`config.mk`:
```
export PLATFORM = sky130hd
export DESIGN_NAME = bdc_frame_controller
export DESIGN_NICKNAME = d
export VERILOG_FILES = /design/src/rtl/bdc_pkg.sv /design/src/rtl/bdc_xy_counter.sv /design/src/rtl/bdc_frame_controller.sv
export SDC_FILE = /design/constraint.sdc
export NUM_CORES = 1
export LEC_CHECK = 0
export CORE_MARGIN = 2
export CORE_UTILIZATION = 44
export CTS_CLUSTER_SIZE = 30
export DETAILED_ROUTE_END_ITERATION = 7
export PLACE_DENSITY = 0.77
export SYNTH_ARGS = -nofsm -noshare
export SYNTH_HDL_FRONTEND = slang
export SYNTH_HIERARCHICAL = 1
export SYNTH_SLANG_ARGS = --single-unit
```
`constraint.sdc`:
```
create_clock -name clk -period 2.4 [get_ports clk]
set_clock_uncertainty 0.1 [all_clocks]
set_input_delay 0.36 -clock clk [delete_from_list [all_inputs] [get_ports clk]]
set_output_delay 0.36 -clock clk [all_outputs]
set_load 0.02 [all_outputs]
```
`src/rtl/bdc_pkg.sv`:
```
// Shared definitions for the barrel-distortion frame controller: state encodings,
// coefficient width and counter sizing helpers.
package bdc_pkg;

  localparam int unsigned K1_W = 8;

  localparam logic [1:0] ST_IDLE     = 2'd0;
  localparam logic [1:0] ST_WAIT_SOF = 2'd1;
  localparam logic [1:0] ST_IN_FRAME = 2'd2;
  localparam logic [1:0] ST_DRAIN    = 2'd3;

  function automatic int unsigned frame_pixels(input int unsigned w, input int unsigned h);
    return w * h;
  endfunction

  // Bits needed to hold 0..n-1, never less than one.
  function automatic int unsigned cnt_w(input int unsigned n);
    return (n > 1) ? $clog2(n) : 1;
  endfunction

endpackage

```
`src/rtl/bdc_xy_counter.sv`:
```
// Raster-position counter: x advances per accepted pixel, y per completed line,
// both wrap at the frame end; flags the final pixel of the frame.
module bdc_xy_counter
  import bdc_pkg::*;
#(
  parameter int unsigned WIDTH  = 128,
  parameter int unsigned HEIGHT = 100
) (
  input  logic clk,
  input  logic rst_n,
  input  logic clr,
  input  logic en,
  output logic last_pixel_c
);

  localparam int unsigned XW = cnt_w(WIDTH);
  localparam int unsigned YW = cnt_w(HEIGHT);
  localparam logic [XW-1:0] X_MAX = XW'(WIDTH - 1);
  localparam logic [YW-1:0] Y_MAX = YW'(HEIGHT - 1);

  logic [XW-1:0] x;
  logic [YW-1:0] y;

  always_ff @(posedge clk) begin
    if (!rst_n || clr) begin
      x <= '0;
      y <= '0;
    end else if (en) begin
      if (x == X_MAX) begin
        x <= '0;
        y <= (y == Y_MAX) ? '0 : y + YW'(1);
      end else begin
        x <= x + XW'(1);
      end
    end
  end

  assign last_pixel_c = (x == X_MAX) && (y == Y_MAX);

endmodule

```
`src/rtl/bdc_frame_controller.sv`:
```
// Frame sequencer in front of the distortion core: admits only whole frames, repairs
// or flags framing errors, swaps K1 between frames and counts drained frames.
module bdc_frame_controller
  import bdc_pkg::*;
#(
  parameter int unsigned     WIDTH         = 128,
  parameter int unsigned     HEIGHT        = 100,
  parameter int unsigned     DATA_WIDTH    = 24,
  parameter logic [K1_W-1:0] K1_DEFAULT    = 8'hE0,
  parameter int unsigned     DRAIN_TIMEOUT = 65535
) (
  input  logic                  clk,
  input  logic                  rst_n,
  input  logic                  cfg_start,
  input  logic                  cfg_stop,
  input  logic                  cfg_single,
  input  logic [K1_W-1:0]       cfg_k1,
  input  logic                  cfg_k1_we,
  input  logic [DATA_WIDTH-1:0] s_axis_tdata,
  input  logic                  s_axis_tvalid,
  input  logic                  s_axis_tlast,
  input  logic                  s_axis_tuser,
  output logic                  s_axis_tready,
  output logic [DATA_WIDTH-1:0] m_axis_tdata,
  output logic                  m_axis_tvalid,
  output logic                  m_axis_tlast,
  output logic                  m_axis_tuser,
  input  logic                  m_axis_tready,
  input  logic                  mon_tvalid,
  input  logic                  mon_tready,
  input  logic                  mon_tlast,
  output logic [K1_W-1:0]       core_k1,
  output logic                  busy,
  output logic                  frame_done,
  output logic                  frame_err,
  output logic [15:0]           frame_count
);

  localparam int unsigned TW = cnt_w(DRAIN_TIMEOUT + 1);
  localparam logic [TW-1:0] TMO_LAST = TW'(DRAIN_TIMEOUT - 1);

  logic [1:0]      state, state_nxt;
  logic [TW-1:0]   tmo_cnt;
  logic [K1_W-1:0] shadow_k1;
  logic            k1_pending, stop_pending;
  logic            last_pixel_c, beat_c, err_c, done_c, k1_load_c, xy_clr_c;

  bdc_xy_counter #(
    .WIDTH  (WIDTH),
    .HEIGHT (HEIGHT)
  ) u_xy (
    .clk          (clk),
    .rst_n        (rst_n),
    .clr          (xy_clr_c),
    .en           (beat_c),
    .last_pixel_c (last_pixel_c)
  );

  assign xy_clr_c = (state == ST_IDLE) || (state == ST_DRAIN);

  // Next state, stream gating and error/done detection.
  always_comb begin
    state_nxt     = state;
    s_axis_tready = 1'b0;
    m_axis_tdata  = s_axis_tdata;
    m_axis_tvalid = 1'b0;
    m_axis_tlast  = 1'b0;
    m_axis_tuser  = 1'b0;
    beat_c        = 1'b0;
    err_c         = 1'b0;
    done_c        = 1'b0;
    case (state)
      ST_IDLE: begin
        if (cfg_start && !cfg_stop) state_nxt = ST_WAIT_SOF;
      end
      ST_WAIT_SOF: begin
        s_axis_tready = 1'b1;
        if (cfg_stop) state_nxt = ST_IDLE;
        if (s_axis_tvalid && s_axis_tuser) begin
          s_axis_tready = m_axis_tready;
          m_axis_tvalid = 1'b1;
          m_axis_tuser  = 1'b1;
          m_axis_tlast  = s_axis_tlast || last_pixel_c;
          beat_c        = m_axis_tready;
          if (beat_c) state_nxt = ST_IN_FRAME;
        end
      end
      ST_IN_FRAME: begin
        s_axis_tready = m_axis_tready;
        m_axis_tvalid = s_axis_tvalid;
        m_axis_tlast  = s_axis_tlast || last_pixel_c;
        beat_c        = s_axis_tvalid && m_axis_tready;
        if (beat_c && s_axis_tuser) err_c = 1'b1;
      end
      ST_DRAIN: begin
        if (mon_tvalid && mon_tready && mon_tlast) begin
          done_c    = 1'b1;
          state_nxt = (cfg_single || stop_pending || cfg_stop) ? ST_IDLE : ST_WAIT_SOF;
        end else if (tmo_cnt == TMO_LAST) begin
          err_c     = 1'b1;
          state_nxt = ST_IDLE;
        end
      end
      default: state_nxt = ST_IDLE;
    endcase
    // Frame ends on either tlast or the geometric last pixel; disagreement is an error.
    if (beat_c && (s_axis_tlast || last_pixel_c)) begin
      state_nxt = ST_DRAIN;
      if (s_axis_tlast != last_pixel_c) err_c = 1'b1;
    end
  end

  // K1 may only move while no frame is inside the core.
  assign k1_load_c = k1_pending &&
                     ((state == ST_IDLE) || ((state_nxt == ST_WAIT_SOF) && (state != ST_WAIT_SOF)));

  always_ff @(posedge clk) begin
    if (!rst_n) begin
      state        <= ST_IDLE;
      tmo_cnt      <= '0;
      shadow_k1    <= K1_DEFAULT;
      core_k1      <= K1_DEFAULT;
      k1_pending   <= 1'b0;
      stop_pending <= 1'b0;
      busy         <= 1'b0;
      frame_done   <= 1'b0;
      frame_err    <= 1'b0;
      frame_count  <= '0;
    end else begin
      state        <= state_nxt;
      tmo_cnt      <= (state == ST_DRAIN) ? tmo_cnt + TW'(1) : '0;
      stop_pending <= (state_nxt == ST_IDLE) ? 1'b0 : (stop_pending || cfg_stop);
      busy         <= (state_nxt != ST_IDLE);
      frame_done   <= done_c;
      frame_err    <= err_c;
      frame_count  <= frame_count + 16'(done_c);
      if (k1_load_c) core_k1 <= shadow_k1;
      if (cfg_k1_we) begin
        shadow_k1  <= cfg_k1;
        k1_pending <= 1'b1;
      end else if (k1_load_c) begin
        k1_pending <= 1'b0;
      end
    end
  end

endmodule

```
==> results.ini <==
[drt]
avgRoutedWirePerCell_um=14.4
viasPerCell=5.51
final_antenna_net_count=0
wl_met1_um=3700
vias=3204
drtPass1Iterations=4
dr.max_layer_used=met4
totalWireLength_um=8380
drt-initial-drc-count=142
wl_met2_um=4210
dr_wl_met3_um=272
drc=0

[synthesis]
synth_edf_count=0
synth.net_count=464
synth_async_sr_flop_share_pct=0
synth_warnings=6
synth.yosys.seq_area_share_pct=38.7
netlist_area_um2=3570
ys_ff_latch=69
synth_flop_cell=dfxtp_1
syn_inst=408
ys_types=49
avgSynthCellArea_um2=8.75

[sta]
slew_viol_final=0
rsz0062_at_grt=true
timing.final.crit_share_pct=101
setup_violations=5
fmax_mhz=411
setup_ws_ns=-0.0326
holdWs_ns=0.373
relSlewSlack_pct=55.4
tightest_slew_ns=0.669
period_needed_ns=2.43
hold_violations=0

[global_route]
grt_use_total_pct=19.6
grt_overflow=0
grt_max_degree=30
grt_pass1_vias=3190
grt_pass1_wl_um=14000
antenna_found_initial=0

[layout]
fin_cells=582
layout.nets=533
multiInputGateArea_um2=1990
drive_above_1_share_pct=19.0
final-seq-area_um2=1390
syn_to_final_growth_pct=29.0
utilization_pct=59.0
stdcell_area_um2=4610
diodes=0
num-fill-cells=701

[worst_hold_path]
hold_path.class=register to register

[clock_network]
cts_made_buffers=9
cts.sinks=69
cts-root-buf=clkbuf_8
clkLatencyLatePin_ns=0.35
clock_path_buffers=2
htree_levels=3
cts_tree=built
path_clk_slew_ns=0.07
ctsHoldBuffers=0

[pwr]
leakage_nw=1.70
pwr_density_cell_nw_per_um2=516
ir_drop_v=0.000269

[placed_design]
placed_area_um2=4290
io_buffers=51
globalplace.congestion=0.897
dp.cells=564
dp_hpwl_um=5930

[die]
core_area_um2=7810
die_height_um=94.1
rows=32
dieArea_um2=8850
num_io_pins=100
initial_core_util_pct=45.7
die_w_um=94.1

[setup_path]
crit_arrival_ns=2.55
start_kind=register
cp.required_ns=2.52
path_max_fanout=5
worstSetupPathType=register to register
end_kind=register

[status]
violations=setup timing
outcome=finished with violations

[flow_run]
maxCapViolations=0

layout make-up:
cell class	count	area share, %
tap	102	2.77
clock buffer	13	3.67
clock inverter	1	0.652
multi-input combinational	287	43.2
timing repair buffer	96	18.3
sequential	69	30.2
inverter	14	1.14
flip-flops by register name (all words and copies together) (netlist names):
signal and flops:
busy 1, core_k1 8, frame_count 16, frame_done 1
frame_err 1, k1_pending 1, shadow_k1 8, state 2
stop_pending 1, tmo_cnt 16, u_xy/x 7, u_xy/y 7
cell families (layout without fill, tap and decap cells):
kind of cell,Yosys count,after routing,share of synthesized area [%]
flops,69,69,38.7
buf+inv,52,124,8.20
mux,10,10,2.80
simple gates,184,184,27.5
xor+xnor,28,28,6.87
fa+ha+maj,11,11,3.85
compound gates,54,54,12.1
timing repair:
item | CTS | global route
setup endpoints to repair | 15 | 18
resized for setup | 17 | 17
pin swaps | 14 | 7
gates cloned | 0 | 0
buffers inserted | 4 | 1
final timing paths:
check | from | end | slack [ns] | depth (start not counted)
hold reg to reg | tmo_cnt[0]$_SDFF_PN0_ | tmo_cnt[0]$_SDFF_PN0_ | 0.37 | 1
setup / recovery | u_xy/y[4]$_SDFFE_PP0P_ | core_k1[4]$_SDFFE_PN0P_ | -0.03 | 12
setup reg to reg | u_xy/y[4]$_SDFFE_PP0P_ | core_k1[4]$_SDFFE_PN0P_ | -0.03 | 12
hold / removal | tmo_cnt[0]$_SDFF_PN0_ | tmo_cnt[0]$_SDFF_PN0_ | 0.37 | 1
cell usage in the layout (no fill, tap or decap), drive strengths merged, types with 4 or more instances in the layout:
cell / count
ha: 11
xor2: 21
nand4b: 4
nor3: 9
o21ai: 12
clkbuf: 13
o2111ai: 6
nand4: 19
or3: 6
a2111oi: 4
nor2: 52
nand2: 23
dfxtp: 69
mux2i: 10
and4: 4
buf: 46
xnor2: 7
and2: 5
and3: 13
inv: 14
nand3: 27
nand3b: 9
clkdlybuf4s50: 47
a21oi: 12
Yosys cell counts (9+ instances only):
| cell type | count | area (µm²) |
|---|---|---|
| mux2i_1 | 10 | 100 |
| o21ai_0 | 12 | 60.1 |
| nor3_1 | 9 | 45.0 |
| nand3b_1 | 9 | 67.6 |
| nand3_1 | 26 | 130 |
| inv_1 | 14 | 52.6 |
| a21oi_1 | 12 | 60.1 |
| and3_1 | 13 | 81.3 |
| dfxtp_1 | 69 | 1380 |
| ha_1 | 11 | 138 |
| xor2_1 | 21 | 184 |
| buf_4 | 24 | 180 |
| nand4_1 | 18 | 113 |
| nor2_1 | 52 | 195 |
| clkbuf_1 | 13 | 48.8 |
| nand2_1 | 23 | 86.3 |
where the power goes:
group,internal [mW],switching [mW],leakage (nW)
Clock,0.555,0.424,0.102
Combinational,0.102,0.114,1.03
Sequential,1.16,0.0192,0.562
Total,1.82,0.558,1.70
per-stage QoR:
stage | setup WS, ns | total power, mW | TNS [ns]
finish | -0.0326 | 2.38 | -0.0789
global route | -0.149 | 2.46 | -1.35
CTS | 0.0163 | 2.38 | 0
detailed placement | -0.236 | 1.41 | -1.37
global placement | -0.163 | 1.41 | -0.664
floorplan | 0.00321 | 1.37 | 0
metal layers:
metal	up-vias	global-route usage, %
met3	21	2.73
met2	73	33.5
met4	0	9.90
li1	1575	-
met1	1535	23.8
met5	-	0
critical path: stages, from the launching register on:
cell	delay (ns)
dfxtp_2	0.34
nor4b_4	0.34
nand2_2	0.11
nor2_1	0.11
inv_1	0.05
ha_2	0.18
nand4b_1	0.22
nor2_2	0.19
buf_6	0.13
a2111oi_4	0.05
buf_4	0.19
o2111ai_2	0.18
nand4_1	0.11
(Power assumes the default switching activity.)
==> edit 1 (same settings) <==
Set the parameter `DRAIN_TIMEOUT` to 16383 (it was 65535).
--- a/src/rtl/bdc_frame_controller.sv
+++ b/src/rtl/bdc_frame_controller.sv
@@ -9,3 +9,3 @@
   parameter logic [K1_W-1:0] K1_DEFAULT    = 8'hE0,
-  parameter int unsigned     DRAIN_TIMEOUT = 65535
+  parameter int unsigned     DRAIN_TIMEOUT = 16383
 ) (
Check against the original RTL: no difference found for any inputs over 10 cycles, from zero or initial values and one cycle with rst_n low; that may be too few to reach the edited logic, so the function may still have changed.
==> edit 1 against the original RTL <==
Critical path depth is 6 lower. Sequential cell count is 2 lower. Clock power is 9.5% lower. Power is 7.4% lower. Area after synthesis is 7.1% lower. Count of clock-buffer cells in the layout is 3 lower. Final area is 9.9% lower. Via count is 16% lower. Wire length is 19% lower. Worst setup slack better by 0.18 ns. Critical path type is now reg2out. Largest cell class unchanged. Largest power group unchanged. Highest routed layer unchanged.
==> edit 1: results (changes against the original RTL) <==
Synthesized Nets -> 429 (was 464)
R2R Path End -> core_k1[3] (was core_k1[4])
Worst min path class -> reg2reg (unchanged)
Clock Root Buffer -> clkbuf_8 (unchanged)
Max stage delay on crit path -> 0.38 ns (was 0.34 ns)
Dpl hpwl -> 5040 um (was 5927 um)
Worst-path fanout max -> 6 (was 5)
CP top delay family -> buffers and inverters (was simple AND/OR/NAND/NOR gates)
Register area share after synthesis -> 40.45% (was 38.68%)
Leak pwr -> 1.596 nW (was 1.696 nW)
Sw power -> 0.5121 mW (was 0.5580 mW)
Initial DRC count -> 115 (was 142)
Fillers -> 681 (was 701)
Share of post-route cells with drive strength above 1 -> 15.24% (was 18.96%)
Inverters -> 12 (was 14)
Top cells by area, synth -> dfxtp_1, nor2_1, mux2i_1 (was dfxtp_1, nor2_1, xor2_1)
Reg area -> 1346 um2 (was 1391 um2)
Area of the core -> 7292 um2 (was 7807 um2)
Routed vias/inst -> 5.036 (was 5.505)
Routed WL -> 6766 um (was 8377 um)
R2r startpoint -> state[1] (was u_xy/y[4])
Critical path arrival -> 1.79 ns (was 2.55 ns)
Area after DPL -> 3943 um2 (was 4288 um2)
Commonest cells in the netlist -> dfxtp_1, nor2_1, nand2_1, buf_4, xor2_1 (was dfxtp_1, nor2_1, nand3_1, buf_4, nand2_1)
Non-Filler Instances -> 532 (was 582)
Count of flip-flops and latches -> 67 (was 69)
Gpl congestion -> 0.8801 (was 0.8966)
Outcome -> finished, final reports clean (was complete, but fails checks)
Hold endpoint -> core_k1[0] (was tmo_cnt[0])
Cells after Synth -> 373 (was 408)
# clk buffers -> 10 (was 13)
Hold wc startpoint -> core_k1[0] (was tmo_cnt[0])
F_max -> 444.5 MHz (was 411.1 MHz)
Synth cell types -> 50 (was 49)
Largest regs -> frame_count x16, tmo_cnt x14 (was frame_count x16, tmo_cnt x16)
Bufs w/o clock -> 78 (was 96)
Post-CTS resize count -> 8 (was 17)
Fraction of area in multi-input gates -> 41.91% (was 43.24%)
Measured slew at the worst slew-check pin -> 0.5447 ns (was 0.6686 ns)
R2R Setup Slk -> 0.18 ns (was -0.03 ns)
Worst r2r path cells -> 8 (was 12)
Gr usage total -> 17.10% (was 19.55%)
Peak VDD IR -> 0.3004 mV (was 0.2691 mV)
Multi-input gates -> 261 (was 287)
Vias in the first global route -> 2532 (was 3190)
Hold slack -> 0.3625 ns (was 0.3726 ns)
Post-Place Cells -> 516 (was 564)
First-pass GRT wire length -> 11490 um (was 14050 um)
Hold path depth -> 2 (was 1)
Largest net degree at the start of global routing -> 20 (was 30)
Clk cell area share -> 4.402% (was 4.318%)
[edit 1: per-stage QoR]
step,power (mW),setup TNS [ns],utilization (%),setup WS [ns]
after floorplan,1.314,0,-,0.02265
after global placement,1.337,-0.02063,54.07,-0.003402
after detailed placement,1.339,-0.2844,54.07,-0.05093
after CTS,2.225,0,56.66,0.007749
after global routing,2.300,-0.02268,56.91,-0.02268
final,2.200,0,56.91,0.1503
[edit 1: metal layers]
layer  GRT usage, %  vias up  part of all wire (%)
met5              0        -                     0
met4          7.576        0                   1.7
met3          5.342       11                   6.0
met2          27.18       55                    46
met1          21.30     1241                    46
li1               -     1372                     -
[edit 1: cell families after synthesis]
family / count (synthesis) / share of synthesized area [%]
buffers and inverters: 45 / 7.849
adder cells (fa/ha/maj): 11 / 4.151
flip-flops: 67 / 40.45
XOR/XNOR: 26 / 6.868
AND/OR/NAND/NOR: 165 / 25.70
multiplexers: 18 / 5.434
AO/OA/AOI/OAI: 41 / 9.548
[edit 1: power groups by stage]
stage | registers [mW] | clock network (mW) | logic (mW)
final | 1.14 | 0.886 | 0.174
after global routing | 1.14 | 0.967 | 0.192
after CTS | 1.14 | 0.912 | 0.175
after detailed placement | 1.16 | 0 | 0.175
after global placement | 1.16 | 0 | 0.173
after floorplan | 1.17 | 0 | 0.146
[edit 1: worst max path at each step]
| stage | from | to | slack (ns) | cells after the start |
|---|---|---|---|---|
| CTS | state[0] | s_axis_tready | 0.008 | 6 |
| finish | state[1] | m_axis_tvalid | 0.15 | 6 |
| detailed placement | cfg_stop | core_k1[3] | -0.05 | 7 |
| global route | u_xy/y[0] | stop_pending | -0.02 | 11 |
| floorplan | state[0] | core_k1[0] | 0.02 | 7 |
| global placement | cfg_start | core_k1[6] | -0.003 | 7 |
==> edit 2 (config.mk and constraints unchanged) <==
Made on the original files. Put one more register stage on the output `frame_count`, with the module's reset. The value now appears one clock later. The other outputs are not delayed to match.
--- a/src/rtl/bdc_frame_controller.sv
+++ b/src/rtl/bdc_frame_controller.sv
@@ -40,2 +40,4 @@
   localparam logic [TW-1:0] TMO_LAST = TW'(DRAIN_TIMEOUT - 1);
+
+  logic [15:0] frame_count_s0;
 
@@ -127,3 +129,3 @@
       frame_err    <= 1'b0;
-      frame_count  <= '0;
+      frame_count_s0 <= '0;
     end else begin
@@ -135,3 +137,3 @@
       frame_err    <= err_c;
-      frame_count  <= frame_count + 16'(done_c);
+      frame_count_s0 <= frame_count_s0 + 16'(done_c);
       if (k1_load_c) core_k1 <= shadow_k1;
@@ -146,2 +148,10 @@
 
+  always_ff @(posedge clk) begin
+    if (!rst_n) begin
+      frame_count <= '0;
+    end else begin
+      frame_count <= frame_count_s0;
+    end
+  end
+
 endmodule
Function: changed (Yosys sat finds a counterexample within 4 cycles, from zero or initial values and one cycle with rst_n low).
==> edit 2 against the original RTL <==
Wire length shrank 9.2%. Worst setup slack improved by 0.071 ns. Via count shrank 9.3%. Sequential cell count grew 16. Combinational power is 18% lower. Die area grew 5.6%. Power rose by 8.8%. Largest cell class unchanged. Area after synthesis increased by 5.8%. Final area is 0.68% higher.
==> edit 2: results (changes against the original RTL) <==
Grt met2 use -> 25.16% (was 33.45%)
Initial DRC count -> 64 (was 142)
Synth cell types -> 48 (was 49)
Grt ovf -> 0 (unchanged)
Hold slack -> 0.3659 ns (was 0.3726 ns)
Critical path arrival -> 2.51 ns (was 2.55 ns)
Clk buf depth -> 2 (unchanged)
Hold endpoint -> core_k1[5] (was tmo_cnt[0])
Outcome -> finished, final reports clean (was complete, but fails checks)
TritonRoute pass-1 iters -> 5 (was 4)
XOR/XNOR Fraction of Synth Area -> 6.258% (was 6.868%)
Adder-cell area share of the yosys netlist -> 3.642% (was 3.854%)
Setup ws final -> 0.03832 ns (was -0.03264 ns)
Peak VDD IR -> 0.3047 mV (was 0.2691 mV)
Commonest cells in the netlist -> dfxtp_1, and2_1, nor2_1, buf_4, nand2_1 (was dfxtp_1, nor2_1, nand3_1, buf_4, nand2_1)
Share of post-route cells with drive strength above 1 -> 13.29% (was 18.96%)
R2r startpoint -> u_xy/y[0] (was u_xy/y[4])
Worst setup endpoint -> k1_pending (was core_k1[4])
Postcts setup bufs -> 0 (was 4)
Largest regs -> frame_count x16, frame_count_s0 x16, tmo_cnt x16 (was frame_count x16, tmo_cnt x16)
Logic power comb -> 0.177 mW (was 0.217 mW)
Fillers -> 754 (was 701)
Met3 Use GR -> 5.275% (was 2.729%)
Area after DPL -> 4387 um2 (was 4288 um2)
Vias post-DR -> 2906 (was 3204)
Average size of a mapped cell -> 9.400 um2 (was 8.752 um2)
Met1 Usage GRT -> 21.11% (was 23.84%)
Worst-path fanout max -> 3 (was 5)
Sw power -> 0.6245 mW (was 0.5580 mW)
Hold wc startpoint -> core_k1[5] (was tmo_cnt[0])
Clock Root Buffer -> clkbuf_8 (unchanged)
First-pass GRT wire length -> 12590 um (was 14050 um)
Wire per inst -> 13.49 um (was 14.39 um)
Post-Place Cells -> 548 (was 564)
Hold path depth -> 2 (was 1)
Routed WL -> 7610 um (was 8377 um)
Register area share after synthesis -> 45.03% (was 38.68%)
Largest net degree at the start of global routing -> 33 (was 30)
Post-synthesis mux area share -> 1.854% (was 2.803%)
Top cells by area, synth -> dfxtp_1, and2_1, buf_4 (was dfxtp_1, nor2_1, xor2_1)
Pre-CTS setup slack -> -0.08048 ns (was -0.2355 ns)
Gr usage total -> 16.28% (was 19.55%)
Worst r2r path cells -> 11 (was 12)
Final Net Count -> 510 (was 533)
Compound-gate portion of the synthesized area -> 11.13% (was 12.05%)
Vias in the first global route -> 2756 (was 3190)
Dpl hpwl -> 5431 um (was 5927 um)
Leak pwr -> 1.799 nW (was 1.696 nW)
Synthesized Nets -> 458 (was 464)
Worst slew margin -> 57.75% (was 55.37%)
Total power -> 2.586 mW (was 2.377 mW)
Gpl congestion -> 0.8432 (was 0.8966)
Power share of the sequential group -> 55.6% (was 49.7%)
[edit 2: cell type report]
type / count / area (um2) / area share (%)
clock inverter: 5 / 42.54 / 0.9172
tap: 105 / 131.4 / 2.832
multi-input combinational: 268 / 1869 / 40.30
inverter: 15 / 56.30 / 1.214
timing repair buffer: 75 / 683.2 / 14.73
clock buffer: 11 / 151.4 / 3.264
sequential: 85 / 1704 / 36.74
[edit 2: critical path: stages (launching register included)]
cell     delay, ns
dfxtp_2       0.34
ha_2          0.18
and2_1        0.17
nand2_2       0.06
nor2_1        0.05
inv_1         0.09
ha_4          0.15
nor3_4        0.05
buf_4         0.14
a211o_1       0.26
or4_4         0.42
o221a_1       0.24
[edit 2: repair_timing]
item,CTS,global route
setup endpoints to repair,8,14
pin swaps,0,3
hold buffers,0,0
cloned,0,0
resized for setup,6,14
[edit 2: metal layers]
metal / up-vias / share of wire, %
met5: - / 0
li1: 1475 / -
met3: 21 / 5.8
met2: 63 / 46
met1: 1347 / 46
met4: 0 / 1.7
